==> config.mk <==
export PLATFORM = sky130hd
export DESIGN_NAME = pipe_hazard_ctrl_flat
export DESIGN_NICKNAME = d
export VERILOG_FILES = /design/src/rtl/pipe_hazard_ctrl_pkg.sv /design/src/rtl/pipe_hazard_ctrl_if.sv /design/src/rtl/pipe_hazard_ctrl_md_busy_timer.sv /design/src/rtl/pipe_hazard_ctrl.sv /design/src/flat_wrapper.sv
export SDC_FILE = /design/constraint.sdc
export NUM_CORES = 1
export LEC_CHECK = 0
export CAP_MARGIN = 20
export CORE_AREA = 8 8 45 47
export DETAILED_ROUTE_END_ITERATION = 12
export DIE_AREA = 0 0 53 55
export GPL_ROUTABILITY_DRIVEN = 0
export PLACE_DENSITY = 0.64
export SLEW_MARGIN = 20
export SYNTH_ARGS = -nofsm -noshare
export SYNTH_HDL_FRONTEND = slang
export SYNTH_HIERARCHICAL = 1
export SYNTH_SLANG_ARGS = --single-unit
==> constraint.sdc <==
create_clock -name clk -period 4.7 [get_ports clk]
set_clock_uncertainty 0.05 [all_clocks]
set_input_delay 0.94 -clock clk [delete_from_list [all_inputs] [get_ports clk]]
set_output_delay 0.94 -clock clk [all_outputs]
set_load 0.02 [all_outputs]
==> src/rtl/pipe_hazard_ctrl_pkg.sv <==
// Shared types and constants for the pipeline stall/flush sequencer.
package pipe_ctrl_pkg;

  typedef enum logic [1:0] {
    RUN       = 2'd0,
    EXC       = 2'd1,
    ERET_HOLD = 2'd2
  } state_t;

  localparam logic [1:0] PC_SEL_SEQ = 2'd0;
  localparam logic [1:0] PC_SEL_VEC = 2'd1;
  localparam logic [1:0] PC_SEL_EPC = 2'd2;

  localparam logic [31:0] EXC_VECTOR = 32'h0000_4180;

  function automatic int max_cyc(input int a, input int b);
    return (a > b) ? a : b;
  endfunction

endpackage

==> src/rtl/pipe_hazard_ctrl_if.sv <==
// Control bundle between the hazard comparator/CP0 side and the pipeline sequencer.
// Optional perf counter outputs appear when PIPE_CTRL_PERF_EN is defined.
interface pipe_hazard_ctrl_if;
  logic       data_stall_D;
  logic       md_start_E;
  logic       md_is_div_E;
  logic       md_use_D;
  logic       exc_take_M;
  logic       eret_D;
  logic       epc_pending;
  logic       PC_En;
  logic       F_D_En;
  logic       F_D_Clr;
  logic       D_E_Clr;
  logic       E_M_Clr;
  logic       M_W_Clr;
  logic       IntReg;
  logic [1:0] pc_sel;
  logic       md_busy;
  logic [1:0] state_o;
`ifdef PIPE_CTRL_PERF_EN
  logic [31:0] perf_stall;
  logic [31:0] perf_md;
  logic [31:0] perf_exc;
`endif

  modport master (
    output data_stall_D, md_start_E, md_is_div_E, md_use_D,
           exc_take_M, eret_D, epc_pending,
    input  PC_En, F_D_En, F_D_Clr, D_E_Clr, E_M_Clr, M_W_Clr,
           IntReg, pc_sel, md_busy, state_o
`ifdef PIPE_CTRL_PERF_EN
    , input perf_stall, perf_md, perf_exc
`endif
  );

  modport slave (
    input  data_stall_D, md_start_E, md_is_div_E, md_use_D,
           exc_take_M, eret_D, epc_pending,
    output PC_En, F_D_En, F_D_Clr, D_E_Clr, E_M_Clr, M_W_Clr,
           IntReg, pc_sel, md_busy, state_o
`ifdef PIPE_CTRL_PERF_EN
    , output perf_stall, perf_md, perf_exc
`endif
  );
endinterface

==> src/rtl/pipe_hazard_ctrl_md_busy_timer.sv <==
// HI/LO busy timer: loads the mult/div latency, counts down to zero, and can be cancelled.
module md_busy_timer
  import pipe_ctrl_pkg::*;
#(
  parameter int MULT_CYC = 5,
  parameter int DIV_CYC  = 10
) (
  input  logic clk,
  input  logic reset,
  input  logic start,
  input  logic is_div,
  input  logic cancel,
  output logic md_busy
);

  localparam int TW = $clog2(max_cyc(MULT_CYC, DIV_CYC) + 1);
  // The start cycle itself is busy via the start term, so the counter holds the remaining N-1.
  localparam logic [TW-1:0] MULT_LOAD = TW'(MULT_CYC - 1);
  localparam logic [TW-1:0] DIV_LOAD  = TW'(DIV_CYC - 1);

  logic [TW-1:0] timer;

  always_ff @(posedge clk or negedge reset) begin
    if (!reset) begin
      timer <= '0;
    end else if (cancel) begin
      timer <= '0;
    end else if (start) begin
      timer <= is_div ? DIV_LOAD : MULT_LOAD;
    end else if (timer != '0) begin
      timer <= timer - 1'b1;
    end
  end

  assign md_busy = (timer != '0) | (start & ~cancel);

endmodule

==> src/rtl/pipe_hazard_ctrl.sv <==
// Central stall/flush sequencer: pipeline-register controls, PC select, exception/ERET FSM.
// Define PIPE_CTRL_PERF_EN to add saturating stall/md-stall/exception event counters.
module pipe_hazard_ctrl
  import pipe_ctrl_pkg::*;
#(
  parameter int MULT_CYC = 5,
  parameter int DIV_CYC  = 10
) (
  input  logic               clk,
  input  logic               reset,
  pipe_hazard_ctrl_if.slave  bus
);

  state_t state, state_next;
  logic   md_busy;
  logic   md_stall;
  logic   stall;
  logic   run_stall;

  // A start that coincides with an exception belongs to a killed instruction.
  md_busy_timer #(
    .MULT_CYC (MULT_CYC),
    .DIV_CYC  (DIV_CYC)
  ) u_md_timer (
    .clk     (clk),
    .reset   (reset),
    .start   (bus.md_start_E & ~bus.exc_take_M),
    .is_div  (bus.md_is_div_E),
    .cancel  (state == EXC),
    .md_busy (md_busy)
  );

  assign md_stall = bus.md_use_D & md_busy;
  assign stall    = bus.data_stall_D | md_stall | (bus.eret_D & bus.epc_pending);

  always_ff @(posedge clk or negedge reset) begin
    if (!reset) state <= RUN;
    else        state <= state_next;
  end

  always_comb begin
    state_next  = state;
    bus.PC_En   = 1'b1;
    bus.F_D_En  = 1'b1;
    bus.F_D_Clr = 1'b0;
    bus.D_E_Clr = 1'b0;
    bus.E_M_Clr = 1'b0;
    bus.M_W_Clr = 1'b0;
    bus.IntReg  = 1'b0;
    bus.pc_sel  = PC_SEL_SEQ;
    run_stall   = 1'b0;

    case (state)
      RUN: begin
        if (stall) begin
          run_stall   = 1'b1;
          bus.PC_En   = 1'b0;
          bus.F_D_En  = 1'b0;
          bus.D_E_Clr = 1'b1;
        end else if (bus.eret_D) begin
          bus.pc_sel  = PC_SEL_EPC;
          bus.F_D_Clr = 1'b1;
          state_next  = ERET_HOLD;
        end
      end
      EXC: begin
        bus.F_D_Clr = 1'b1;
        state_next  = RUN;
      end
      ERET_HOLD: begin
        if (stall) begin
          bus.PC_En   = 1'b0;
          bus.F_D_En  = 1'b0;
          bus.D_E_Clr = 1'b1;
        end
        state_next = RUN;
      end
      default: state_next = RUN;
    endcase

    // Exception entry overrides any stall or eret in every state.
    if (bus.exc_take_M) begin
      run_stall   = 1'b0;
      bus.PC_En   = 1'b1;
      bus.F_D_En  = 1'b1;
      bus.F_D_Clr = 1'b1;
      bus.D_E_Clr = 1'b0;
      bus.E_M_Clr = 1'b1;
      bus.M_W_Clr = 1'b0;
      bus.IntReg  = 1'b1;
      bus.pc_sel  = PC_SEL_VEC;
      state_next  = EXC;
    end
  end

  assign bus.md_busy = md_busy;
  assign bus.state_o = state;

`ifdef PIPE_CTRL_PERF_EN
  logic [31:0] stall_cnt, md_stall_cnt, exc_cnt;

  always_ff @(posedge clk or negedge reset) begin
    if (!reset) begin
      stall_cnt    <= '0;
      md_stall_cnt <= '0;
      exc_cnt      <= '0;
    end else begin
      if (run_stall && stall_cnt != '1)              stall_cnt    <= stall_cnt + 1'b1;
      if (run_stall && md_stall && md_stall_cnt != '1) md_stall_cnt <= md_stall_cnt + 1'b1;
      if (bus.exc_take_M && exc_cnt != '1)           exc_cnt      <= exc_cnt + 1'b1;
    end
  end

  assign bus.perf_stall = stall_cnt;
  assign bus.perf_md    = md_stall_cnt;
  assign bus.perf_exc   = exc_cnt;
`endif

endmodule

==> src/flat_wrapper.sv <==
// flat-port wrapper written by rule: the top's interface ports become plain ports
module pipe_hazard_ctrl_flat import pipe_ctrl_pkg::*;
#(
  parameter int MULT_CYC = 5,
  parameter int DIV_CYC  = 10
)
  (clk, reset, bus_data_stall_D, bus_md_start_E, bus_md_is_div_E, bus_md_use_D, bus_exc_take_M, bus_eret_D, bus_epc_pending, bus_PC_En, bus_F_D_En, bus_F_D_Clr, bus_D_E_Clr, bus_E_M_Clr, bus_M_W_Clr, bus_IntReg, bus_pc_sel, bus_md_busy, bus_state_o);
  pipe_hazard_ctrl_if bus_i ();
  input  logic clk;
  input  logic reset;
  input wire logic [$bits(bus_i.data_stall_D)-1:0] bus_data_stall_D;
  input wire logic [$bits(bus_i.md_start_E)-1:0] bus_md_start_E;
  input wire logic [$bits(bus_i.md_is_div_E)-1:0] bus_md_is_div_E;
  input wire logic [$bits(bus_i.md_use_D)-1:0] bus_md_use_D;
  input wire logic [$bits(bus_i.exc_take_M)-1:0] bus_exc_take_M;
  input wire logic [$bits(bus_i.eret_D)-1:0] bus_eret_D;
  input wire logic [$bits(bus_i.epc_pending)-1:0] bus_epc_pending;
  output wire logic [$bits(bus_i.PC_En)-1:0] bus_PC_En;
  output wire logic [$bits(bus_i.F_D_En)-1:0] bus_F_D_En;
  output wire logic [$bits(bus_i.F_D_Clr)-1:0] bus_F_D_Clr;
  output wire logic [$bits(bus_i.D_E_Clr)-1:0] bus_D_E_Clr;
  output wire logic [$bits(bus_i.E_M_Clr)-1:0] bus_E_M_Clr;
  output wire logic [$bits(bus_i.M_W_Clr)-1:0] bus_M_W_Clr;
  output wire logic [$bits(bus_i.IntReg)-1:0] bus_IntReg;
  output wire logic [$bits(bus_i.pc_sel)-1:0] bus_pc_sel;
  output wire logic [$bits(bus_i.md_busy)-1:0] bus_md_busy;
  output wire logic [$bits(bus_i.state_o)-1:0] bus_state_o;
  assign bus_i.data_stall_D = bus_data_stall_D;
  assign bus_i.md_start_E = bus_md_start_E;
  assign bus_i.md_is_div_E = bus_md_is_div_E;
  assign bus_i.md_use_D = bus_md_use_D;
  assign bus_i.exc_take_M = bus_exc_take_M;
  assign bus_i.eret_D = bus_eret_D;
  assign bus_i.epc_pending = bus_epc_pending;
  assign bus_PC_En = bus_i.PC_En;
  assign bus_F_D_En = bus_i.F_D_En;
  assign bus_F_D_Clr = bus_i.F_D_Clr;
  assign bus_D_E_Clr = bus_i.D_E_Clr;
  assign bus_E_M_Clr = bus_i.E_M_Clr;
  assign bus_M_W_Clr = bus_i.M_W_Clr;
  assign bus_IntReg = bus_i.IntReg;
  assign bus_pc_sel = bus_i.pc_sel;
  assign bus_md_busy = bus_i.md_busy;
  assign bus_state_o = bus_i.state_o;
  pipe_hazard_ctrl #(.MULT_CYC(MULT_CYC), .DIV_CYC(DIV_CYC)) u_core (.clk(clk), .reset(reset), .bus(bus_i));
endmodule
## Word-level counts from Yosys, hierarchy flattened

Index checks and enable logic that the tools add are counted.

| operators by class | value |
|---|---|
| $add $sub $neg | 1 |
| eq/ne operators | 4 |
| muxes and demuxes | 23 |
| bitwise logic cells | 9 |
| reduce and logical (&&, ||, !) cells | 5 |

Operators with widths:

| kind | count |
|---|---|
| 2-bit 2-to-1 mux | 8 |
| 4-bit 2-to-1 mux | 4 |
| 1-bit 2-to-1 mux | 10 |
| 3-bit != test (second input constant) | 2 |
| 1-bit bitwise AND | 4 |
| 4-bit nonzero test | 1 |
| 4-bit by 1-bit subtractor with 4-bit output (second input constant) | 1 |
| 1-bit OR | 3 |
| 3-bit nonzero test | 1 |
| 2-bit by 1-bit equality test with 1-bit output (second input constant) | 1 |
| 2-bit equality test (second input constant) | 1 |
| 2-bit zero test | 1 |
| 1-bit NOT | 2 |
| 1-bit one-hot mux with 2 select lines | 1 |
| 2-bit AND reduction | 1 |
| 2-bit OR reduction | 1 |

| storage, ports and cells | value |
|---|---|
| register bits after elaboration | 6 |
| input bits | 9 |
| word-level logic and storage cells | 44 |

## Logic depth before layout (Yosys ltp)

Gate-level depths: netlist (run 1).

| depth | value |
|---|---|
| depth in word-level cells | 10 |
| gate-level depth with buffers | 7 |

## Modules after synthesis

The synthesis (run 1) kept the hierarchy.

By module, submodules not included:

| module | instances | cells an instance | area an instance (um^2) |
|---|---|---|---|
| md_busy_timer | 1 | 23 | 247.7 |
| pipe_hazard_ctrl | 1 | 20 | 167.7 |

## Least setup slack after synthesis (run 1)

No wires, ideal clock.

| timing | value |
|---|---|
| path type | in2out |
| start point | input port bus_md_start_E |
| end point | output port bus_D_E_Clr |
| arrival | 2,537 ps |
| path slack | 1,173 ps |
| cell stages on the path | 5 |
| buffers on the path | 0 |
| path through | nor2b_1 -> inv_1 -> o21ai_0 -> a221oi_1 -> nor3_1 |

| on the way | value |
|---|---|
| longest elaborated chain between the ends | 9 |

Ends and longest elaborated chain:

| item | RTL line | text |
|---|---|---|
| start: declaration | flat_wrapper.sv:12 | `input wire logic [$bits(bus_i.md_start_E)-1:0] bus_md_start_E;` |
| 1-bit bitwise AND | pipe_hazard_ctrl.sv:27 | `.start (bus.md_start_E & ~bus.exc_take_M),` |
| 1-bit bitwise AND | pipe_hazard_ctrl_md_busy_timer.sv:35 | `assign md_busy = (timer != '0) \| (start & ~cancel);` |
| 1-bit OR | pipe_hazard_ctrl_md_busy_timer.sv:35 |  |
| via bus_md_busy | flat_wrapper.sv:26 | `output wire logic [$bits(bus_i.md_busy)-1:0] bus_md_busy;` |
| 1-bit bitwise AND | pipe_hazard_ctrl.sv:33 | `assign md_stall = bus.md_use_D & md_busy;` |
| 1-bit OR (2 in series) | pipe_hazard_ctrl.sv:34 | `assign stall = bus.data_stall_D \| md_stall \| (bus.eret_D & bus.epc_pending);` |
| 1-bit 2-to-1 mux | pipe_hazard_ctrl.sv:55, pipe_hazard_ctrl.sv:71 |  |
| 1-bit 2-to-1 mux | - |  |
| 1-bit 2-to-1 mux | pipe_hazard_ctrl.sv:82 | `if (bus.exc_take_M) begin` |
| end: declaration | flat_wrapper.sv:21 | `output wire logic [$bits(bus_i.D_E_Clr)-1:0] bus_D_E_Clr;` |

The timed path passes the listed nets, and every way through them passes these cells.

## Worst setup path in the final report (run 1)

| timing | value |
|---|---|
| start point | input port bus_exc_take_M |
| end point | output port bus_F_D_Clr |

| on the way | value |
|---|---|
| longest elaborated chain between the ends | 10 |

Ends and longest elaborated chain:

| item | RTL line | text |
|---|---|---|
| start: declaration | flat_wrapper.sv:15 | `input wire logic [$bits(bus_i.exc_take_M)-1:0] bus_exc_take_M;` |
| 1-bit NOT | pipe_hazard_ctrl.sv:27 |  |
| 1-bit bitwise AND | pipe_hazard_ctrl.sv:27 |  |
| 1-bit bitwise AND | pipe_hazard_ctrl_md_busy_timer.sv:35 |  |
| 1-bit OR | pipe_hazard_ctrl_md_busy_timer.sv:35 |  |
| 1-bit bitwise AND | pipe_hazard_ctrl.sv:33 |  |
| 1-bit OR (2 in series) | pipe_hazard_ctrl.sv:34 |  |
| 1-bit 2-to-1 mux | pipe_hazard_ctrl.sv:55 | `if (stall) begin` |
| 1-bit one-hot mux with 2 select lines | pipe_hazard_ctrl.sv:53 | `case (state)` |
| 1-bit 2-to-1 mux (*) | pipe_hazard_ctrl.sv:82 |  |
| end: declaration | flat_wrapper.sv:20 | `output wire logic [$bits(bus_i.F_D_Clr)-1:0] bus_F_D_Clr;` |

Every way passes the cells marked *; elsewhere a longest branch is shown, timed or not.

==> results of run 1 <==
[cells by family after synthesis]
logic type / after synthesis / synth area share
AND/OR/NAND/NOR: 14 / 0.232
other: 1 / 0.00903
XOR/XNOR: 2 / 0.0422
buffers and inverters: 10 / 0.136
AO/OA/AOI/OAI: 9 / 0.190
adder cells (fa/ha/maj): 1 / 0.0301
flip-flops: 6 / 0.361
[registers in the layout, indices dropped and copies added (netlist names)]
register / count
u_core/bus.state_o: 2
u_core/u_md_timer/timer: 4
[per-layer routing]
metal,GRT usage,wire [um],up-vias
met4,0.0259,0,0
met2,0.133,501,12
met3,0.0535,81,0
met1,0.0951,471,168
met5,0,0,-
li1,-,-,181
[power breakdown]
part,internal (mW),switching [mW],total [mW]
clock,0.0289,0.0183,0.0472
sequential,0.0652,0.0121,0.0773
combinational,0.0765,0.0754,0.152
[cell usage in the layout, fill, tap and decap left out, types with 2 or more instances in the layout]
master	synthesis	routed
a21oi_1	2	2
a221oi_1	2	2
and4_1	2	2
clkbuf_4	0	3
clkdlybuf4s50_1	0	19
dfrtp_1	6	6
inv_1	4	4
nor2_1	2	2
nor2b_1	3	3
nor3_1	2	2
xnor2_1	2	2
[layout make-up]
| class | count | area [um^2] |
|---|---|---|
| Inverter | 4 | 15.0 |
| Sequential cell | 6 | 150 |
| Timing Repair Buffer | 19 | 190 |
| Tap cell | 16 | 20.0 |
| Multi-Input combinational cell | 27 | 209 |
| Fill cell | 142 | 777 |
| Clock buffer | 3 | 22.5 |
[worst reg2reg max path: stages, from the launching register on]
cell	delay [ns]
dfrtp_1	0.38
inv_1	0.10
ha_1	0.20
nor3b_4	0.32
o21ai_0	0.23
a21oi_1	0.25
and4_1	0.22
[stage by stage]
stage | area [um^2] | worst slack (ns)
after floorplan | 415 | 1.17
after CTS | 607 | 0.506
after global routing | 607 | 0.348
after detailed placement | 584 | 0.507
after global placement | 584 | 0.599
final | 607 | 0.507
[how the worst max path moves through the flow]
stage / from / end / slack [ns] / cells past startpoint
final: bus_exc_take_M / bus_F_D_Clr / 0.51 / 7
after global routing: bus_exc_take_M / bus_D_E_Clr / 0.35 / 7
after CTS: bus_exc_take_M / bus_F_D_Clr / 0.51 / 7
after detailed placement: bus_exc_take_M / bus_F_D_Clr / 0.51 / 7
after global placement: bus_exc_take_M / bus_F_D_Clr / 0.60 / 7
after floorplan: bus_md_start_E / bus_D_E_Clr / 1.17 / 5
==> results.yml, run 1 <==
run_status:
  status: "finished, final reports clean"
clocking:
  cts_hold_buf: 0
  cts.sinks: 6
  post_cts_buffers: 0
  cts_buffers: 3
  postCtsResizedCells: 0
  htree_levels: 1
  cts_tree: "yes"
  root_buffer: "clkbuf_4"
  clock_path_buffers: 2
  clk_latency_ns: 0.24
  cts.clk_slew.worst_paths_ns: 0.05
logic_synthesis:
  netlist_instances: 43
  seq_area_frac_synth: 0.361
  synth.most_common_cell: "dfrtp_1"
  synth_warnings: 6
  synth_common_cells: "6 x dfrtp_1, 5 x buf_4, 4 x inv_1"
  yosys.area.top_type: "dfrtp_1"
  synth_area_um2: 415
  synth_edf_count: 0
  yosysTopAreaCellShare: 0.361
  synthTopCellsByArea: "dfrtp_1 36%, buf_4 9.0%, nor2b_1 4.5%, nor3b_4 4.5%, a221oi_1 4.2%"
  avgSynthCellArea_um2: 9.66
  ys_seq_elements: 6
  synth_nets: 53
  synthArstFlopShare: 1.00
  synth_cell_type_count: 23
  synth-main-ff-cell: "dfrtp_1"
die:
  fp.dieH_um: 55
  coreArea_mm2: 0.00138
  dieArea_mm2: 0.00292
  die_w_um: 53
  rows: 14
  ios: 21
  start_util: 0.300
worst_setup_path:
  path_class: "in2out"
  path_max_fanout: 8
  critical_path.max_stage_delay_ns: 0.54
  crit_path_frequent_cell: "clkdlybuf4s50_1"
  regToRegSetupSlack_ns: 2.89
  cp_cell_sequence: "clkdlybuf4s50_1 -> nor2b_1 -> inv_1 -> o21ai_0 -> a21oi_1 -> a311o_1 -> clkdlybuf4s50_1"
  cp.buffers_inverters: 3
  cp-start-kind: "primary input"
  crit_family: "buffers and inverters"
  arrival_ns: 3.20
  required_ns: 3.71
  rr_startpoint: "u_core/u_md_timer/timer[0]"
  reg2reg_to: "u_core/bus.state_o[1]"
  reg2regPathDepth: 6
  slowest_stage: "clkdlybuf4s50_1"
  end_kind: "output pin"
cells_and_area:
  antenna_cells: 0
  finalNetCount: 71
  syn_to_final_growth_pct: 46.1
  fin_cells: 75
  fin_util: 0.439
  layout-drive-gt1-share: 0.119
sta:
  final.period_utilization: 0.892
  finalHoldViolCount: 0
  setup_violations: 0
  fin_setup_tns_ns: 0
  hold_ws_ns: 0.502
  finalCriticalPeriod_ns: 4.19
  max_freq_mhz: 238
  rsz0062_at_grt: "no"
  slew_violations: 0
grt:
  grt_pass1_vias: 424
  grt-ovfl-total: 0
  grt_pass1_wl_um: 1840
  grt_max_degree: 9
  antenna_found_initial: 0
  gr-usage-all-layers: 0.0855
power_and_ir_drop:
  power_density_mw_per_mm2: 455
  power_leakage_nw: 0.244
  vdd_drop_max_mv: 0.190
  power_mw: 0.276
drt:
  post_drt_wl_per_cell_um: 14.1
  drt_iter0_markers: 3
  avgViaCountPerCell: 4.81
  ant_nets: 0
  firstDrtPassIters: 4
  vias: 361
  totalWireLength_um: 1050
  drcViolationCount: 0
placed_design:
  io_buffers: 19
  dp_hpwl_um: 862
  dp.cells: 72
flow_run:
  drv_cap: 0
min_path:
  hold_end: "u_core/u_md_timer/timer[1]"
  min_path_type: "reg2reg"
  worst_hold_startpoint: "u_core/u_md_timer/timer[1]"
  hold_depth: 2
Power figures use the tool's default switching activity.
==> inputs of run 2 (changes only) <==
- CTS_BUF_LIST: default -> sky130_fd_sc_hd__clkbuf_4 sky130_fd_sc_hd__clkbuf_8
- GPL_TIMING_DRIVEN: default -> 0
==> run 2 against run 1 <==
Compared with the run above:
- combinational power about the same
- sequential share of layout area decreased by 1.6 points
- setup slack improved by 0.0046 ns
- clock power decreased by 4.4%
- sequential cell count unchanged
- largest cell class is now non-clock buffers
- largest power group unchanged
- sequential power decreased by 1%
- critical path depth increased by 1
- worst hold slack improved by 0.0012 ns
- total power decreased by 0.74%
- utilization increased by 3.0 points
==> results.yml, run 2 (synthesized netlist as in run 1, its figures left out) <==
run_status:
  status: "finished, final reports clean"
sta:
  fin_ws_ns: 0.512
  max_freq_mhz: 239
  final.period_utilization: 0.891
  slew_violations: 0
  fin_setup_tns_ns: 0
  setup_violations: 0
  finalCriticalPeriod_ns: 4.19
  finalHoldViolCount: 0
  hold_ws_ns: 0.503
  rsz0062_at_grt: "no"
worst_setup_path:
  cp-start-kind: "primary input"
  path_max_fanout: 8
  path_class: "in2out"
  regToRegSetupSlack_ns: 2.96
  arrival_ns: 3.20
  end_kind: "output pin"
  required_ns: 3.71
  reg2regPathDepth: 6
placed_design:
  dp_hpwl_um: 833
  dpl-instance-area_um2: 626
  dp_slack_ns: 0.521
  dp.cells: 78
  io_buffers: 19
grt:
  grt_pass1_vias: 405
  gr-usage-all-layers: 0.0762
  grt_max_degree: 9
  antenna_found_initial: 0
  grt-ovfl-total: 0
  grt_pass1_wl_um: 1700
drt:
  post_drt_wl_per_cell_um: 12.0
  drcViolationCount: 0
  avgViaCountPerCell: 4.60
  drt_iter0_markers: 3
  totalWireLength_um: 973
  firstDrtPassIters: 3
  ant_nets: 0
  vias: 373
power_and_ir_drop:
  power_mw: 0.274
  internal_power_mw: 0.173
  pwr-share-seq: 0.279
  switching_share: 0.370
  combPwrFrac: 0.557
  clkPwrFrac: 0.164
  power_leakage_nw: 0.269
  vdd_drop_max_mv: 0.228
  switchingPower_mw: 0.101
  power_density_mw_per_mm2: 423
die:
  rows: 14
  die_w_um: 53
  dieArea_mm2: 0.00292
  fp.dieH_um: 55
  ios: 21
  coreArea_mm2: 0.00138
  start_util: 0.300
clocking:
  cts_hold_buf: 0
  cts_buffers: 3
  htree_levels: 1
  clk_latency_ns: 0.24
  clock_path_buffers: 2
  cts_tree: "yes"
  cts.clk_slew.worst_paths_ns: 0.04
  cts.sinks: 6
  root_buffer: "clkbuf_4"
  postCtsResizedCells: 0
  post_cts_buffers: 0
cells_and_area:
  syn_to_final_growth_pct: 56.0
  layout-drive-gt1-share: 0.185
  final_common_cell: "clkdlybuf4s50_1"
  fin_util: 0.468
  largest_reg_flops: 4
  finalNetCount: 77
  fin_cells: 81
  max_flop_register: "u_core/u_md_timer/timer"
  layout_common_cells: "19 x clkdlybuf4s50_1, 6 x dfrtp_1, 5 x buf_4"
  final_cell_area_um2: 648
  antenna_cells: 0
flow_run:
  drv_cap: 0
min_path:
  hold_depth: 2
  min_path_type: "reg2reg"
## run 2: changes by cell type in the layout (fill, tap and decap cells not counted), sizes merged
cell and change:
buf +5, clkbuf +1
## run 2: final timing paths
kind	from	to
worst max-delay path	bus_exc_take_M	bus_PC_En
worst min-delay path	u_core/u_md_timer/timer[1]	u_core/u_md_timer/timer[1]
worst max register to register	u_core/u_md_timer/timer[0]	u_core/bus.state_o[1]
worst min register to register	u_core/u_md_timer/timer[1]	u_core/u_md_timer/timer[1]
max in group asynchronous	reset	u_core/u_md_timer/timer[1]
min in group asynchronous	reset	u_core/u_md_timer/timer[3]
## run 2: power groups by stage
stage	clock, mW	sequential, mW	combinational (mW)
after detailed placement	0	0.0774	0.153
after CTS	0.0480	0.0767	0.154
final	0.0451	0.0765	0.153
after floorplan	0	0.0764	0.109
after global routing	0.0507	0.0785	0.167
after global placement	0	0.0780	0.152
## run 2: layer usage
layer,vias up,part of all wire,track usage
met5,-,0,0
met4,0,0,0.0259
met3,0,0.079,0.0374
met2,12,0.49,0.133
met1,169,0.43,0.0782
li1,192,-,-
## run 2: final cells by class
type | count | area [um^2]
buffer | 6 | 41.3
clock buffer | 3 | 22.5
fill | 140 | 736
inverter | 4 | 15.0
multi-input combinational | 27 | 209
sequential | 6 | 150
tap | 16 | 20.0
timing repair buffer | 19 | 190
## run 2: worst max-delay path: stages
cell             delay (ns)
clkdlybuf4s50_1        0.53
nor2b_1                0.29
inv_1                  0.06
o21ai_0                0.33
a221oi_1               0.19
nand2b_1               0.19
buf_4                  0.13
clkdlybuf4s50_1        0.53
==> inputs of run 3 (changes only) <==
- CORE_AREA: 8 8 45 47 -> 5 5 42 44
- DIE_AREA: 0 0 53 55 -> 0 0 47 49
==> run 3 against run 2 <==
Compared with the run above:
- non-clock buffer count did not move
- sequential cell count unchanged
- largest cell class unchanged
- via count grew 5.6%
- die area down 21%
- cell area stayed put
==> results.yml, run 3 (synthesized netlist as in run 1, its figures left out) <==
placed_design:
  dp_hpwl_um: 782
  io_buffers: 19
cells_and_area:
  layout-drive-gt1-share: 0.185
  layout_common_cells: "19 x clkdlybuf4s50_1, 6 x dfrtp_1, 5 x buf_4"
  final_common_cell: "clkdlybuf4s50_1"
  antenna_cells: 0
  syn_to_final_growth_pct: 56.0
  largest_reg_flops: 4
  max_flop_register: "u_core/u_md_timer/timer"
  finalNetCount: 77
worst_setup_path:
  regToRegSetupSlack_ns: 2.95
  cp_cell_sequence: "clkdlybuf4s50_1 -> nor2b_1 -> inv_1 -> o21ai_0 -> a221oi_1 -> nand2b_1 -> buf_4 -> clkdlybuf4s50_1"
  reg2reg_to: "u_core/bus.state_o[1]"
  path_max_fanout: 8
  required_ns: 3.71
  path_class: "in2out"
  startpoint: "bus_exc_take_M"
  critical_path.max_stage_delay_ns: 0.54
  end_kind: "output pin"
  crit_path_frequent_cell: "clkdlybuf4s50_1"
  cp-start-kind: "primary input"
  rr_startpoint: "u_core/u_md_timer/timer[0]"
  crit_path_end: "bus_PC_En"
  arrival_ns: 3.15
  reg2regPathDepth: 6
  slowest_stage: "clkdlybuf4s50_1"
drt:
  drcViolationCount: 0
  ant_nets: 0
  met3_length_um: 119
  routed.top_layer: "met4"
  post_drt_wl_per_cell_um: 11.5
  drt_iter0_markers: 3
  firstDrtPassIters: 2
  avgViaCountPerCell: 4.86
  wl_met1_um: 365
  totalWireLength_um: 928
  wl_met2_um: 425
  vias: 394
clocking:
  clock_path_buffers: 2
  cts.sinks: 6
  root_buffer: "clkbuf_4"
  cts_tree: "yes"
  postCtsResizedCells: 0
  cts_hold_buf: 0
  cts_buffers: 3
  post_cts_buffers: 0
  clk_latency_ns: 0.24
  htree_levels: 1
  cts.clk_slew.worst_paths_ns: 0.04
die:
  coreArea_mm2: 0.00140
  rows: 14
  die_w_um: 47
  start_util: 0.296
  fp.dieH_um: 49
  dieArea_mm2: 0.00230
  ios: 21
grt:
  grt_pass1_wl_um: 1640
  grt_max_degree: 9
  antenna_found_initial: 0
  grt_pass1_vias: 422
  grt-ovfl-total: 0
  gr-usage-all-layers: 0.0977
run_status:
  status: "finished, final reports clean"
sta:
  setup_violations: 0
  finalHoldViolCount: 0
  finalCriticalPeriod_ns: 4.14
  rsz0062_at_grt: "no"
  final.period_utilization: 0.882
  fin_setup_tns_ns: 0
  max_freq_mhz: 241
  slew_violations: 0
power_and_ir_drop:
  power_mw: 0.275
  power_leakage_nw: 0.269
  power_density_mw_per_mm2: 424
  vdd_drop_max_mv: 0.235
min_path:
  min_path_type: "reg2reg"
  hold_depth: 2
flow_run:
  drv_cap: 0
[run 3: cell counts in the layout (fill, tap and decap cells not counted)]
No cell type changed its count.
[run 3: worst max-delay path: cells and delay by family]
kind	cells	cell delay (ns)
AND/OR/NAND/NOR	2	0.50
AO/OA/AOI/OAI	2	0.46
buffers and inverters	4	1.26
[run 3: worst min path at each step]
stage	startpoint	end	slack (ns)
after floorplan	u_core/u_md_timer/timer[1]	u_core/u_md_timer/timer[1]	0.47
after global placement	u_core/u_md_timer/timer[1]	u_core/u_md_timer/timer[1]	0.50
after detailed placement	u_core/u_md_timer/timer[1]	u_core/u_md_timer/timer[1]	0.51
after CTS	u_core/u_md_timer/timer[1]	u_core/u_md_timer/timer[1]	0.53
after global routing	u_core/u_md_timer/timer[1]	u_core/u_md_timer/timer[1]	0.56
final	u_core/u_md_timer/timer[1]	u_core/u_md_timer/timer[1]	0.53
[run 3: layout make-up]
cell class	instances	area, um^2
Buffer	6	41.3
Clock buffer	3	22.5
Fill cell	155	753
Inverter	4	15.0
Multi-Input combinational cell	27	209
Sequential cell	6	150
Tap cell	16	20.0
Timing Repair Buffer	19	190
[run 3: through the flow]
step           std cells  instance area, um^2  setup slack, ns   util  hold slack (ns)
2_1_floorplan         43                  415             1.17      -            0.469
3_3_place_gp          78                  626            0.538  0.446            0.497
3_5_place_dp          78                  626            0.527  0.446            0.510
4_1_cts               81                  648            0.517  0.463            0.534
5_1_grt               81                  648            0.246  0.463            0.556
6_report              81                  648            0.555  0.463            0.530
[run 3: metal layers]
metal / GRT usage / vias to the layer above
met5: 0 / -
met2: 0.143 / 20
met3: 0.0627 / 2
met1: 0.110 / 180
li1: - / 192
met4: 0.0415 / 0
[run 3: where the power goes]
part	leakage [nW]	internal, mW	switching (mW)
clock	0.0138	0.0288	0.0169
sequential	0.0781	0.0652	0.0122
combinational	0.177	0.0790	0.0728
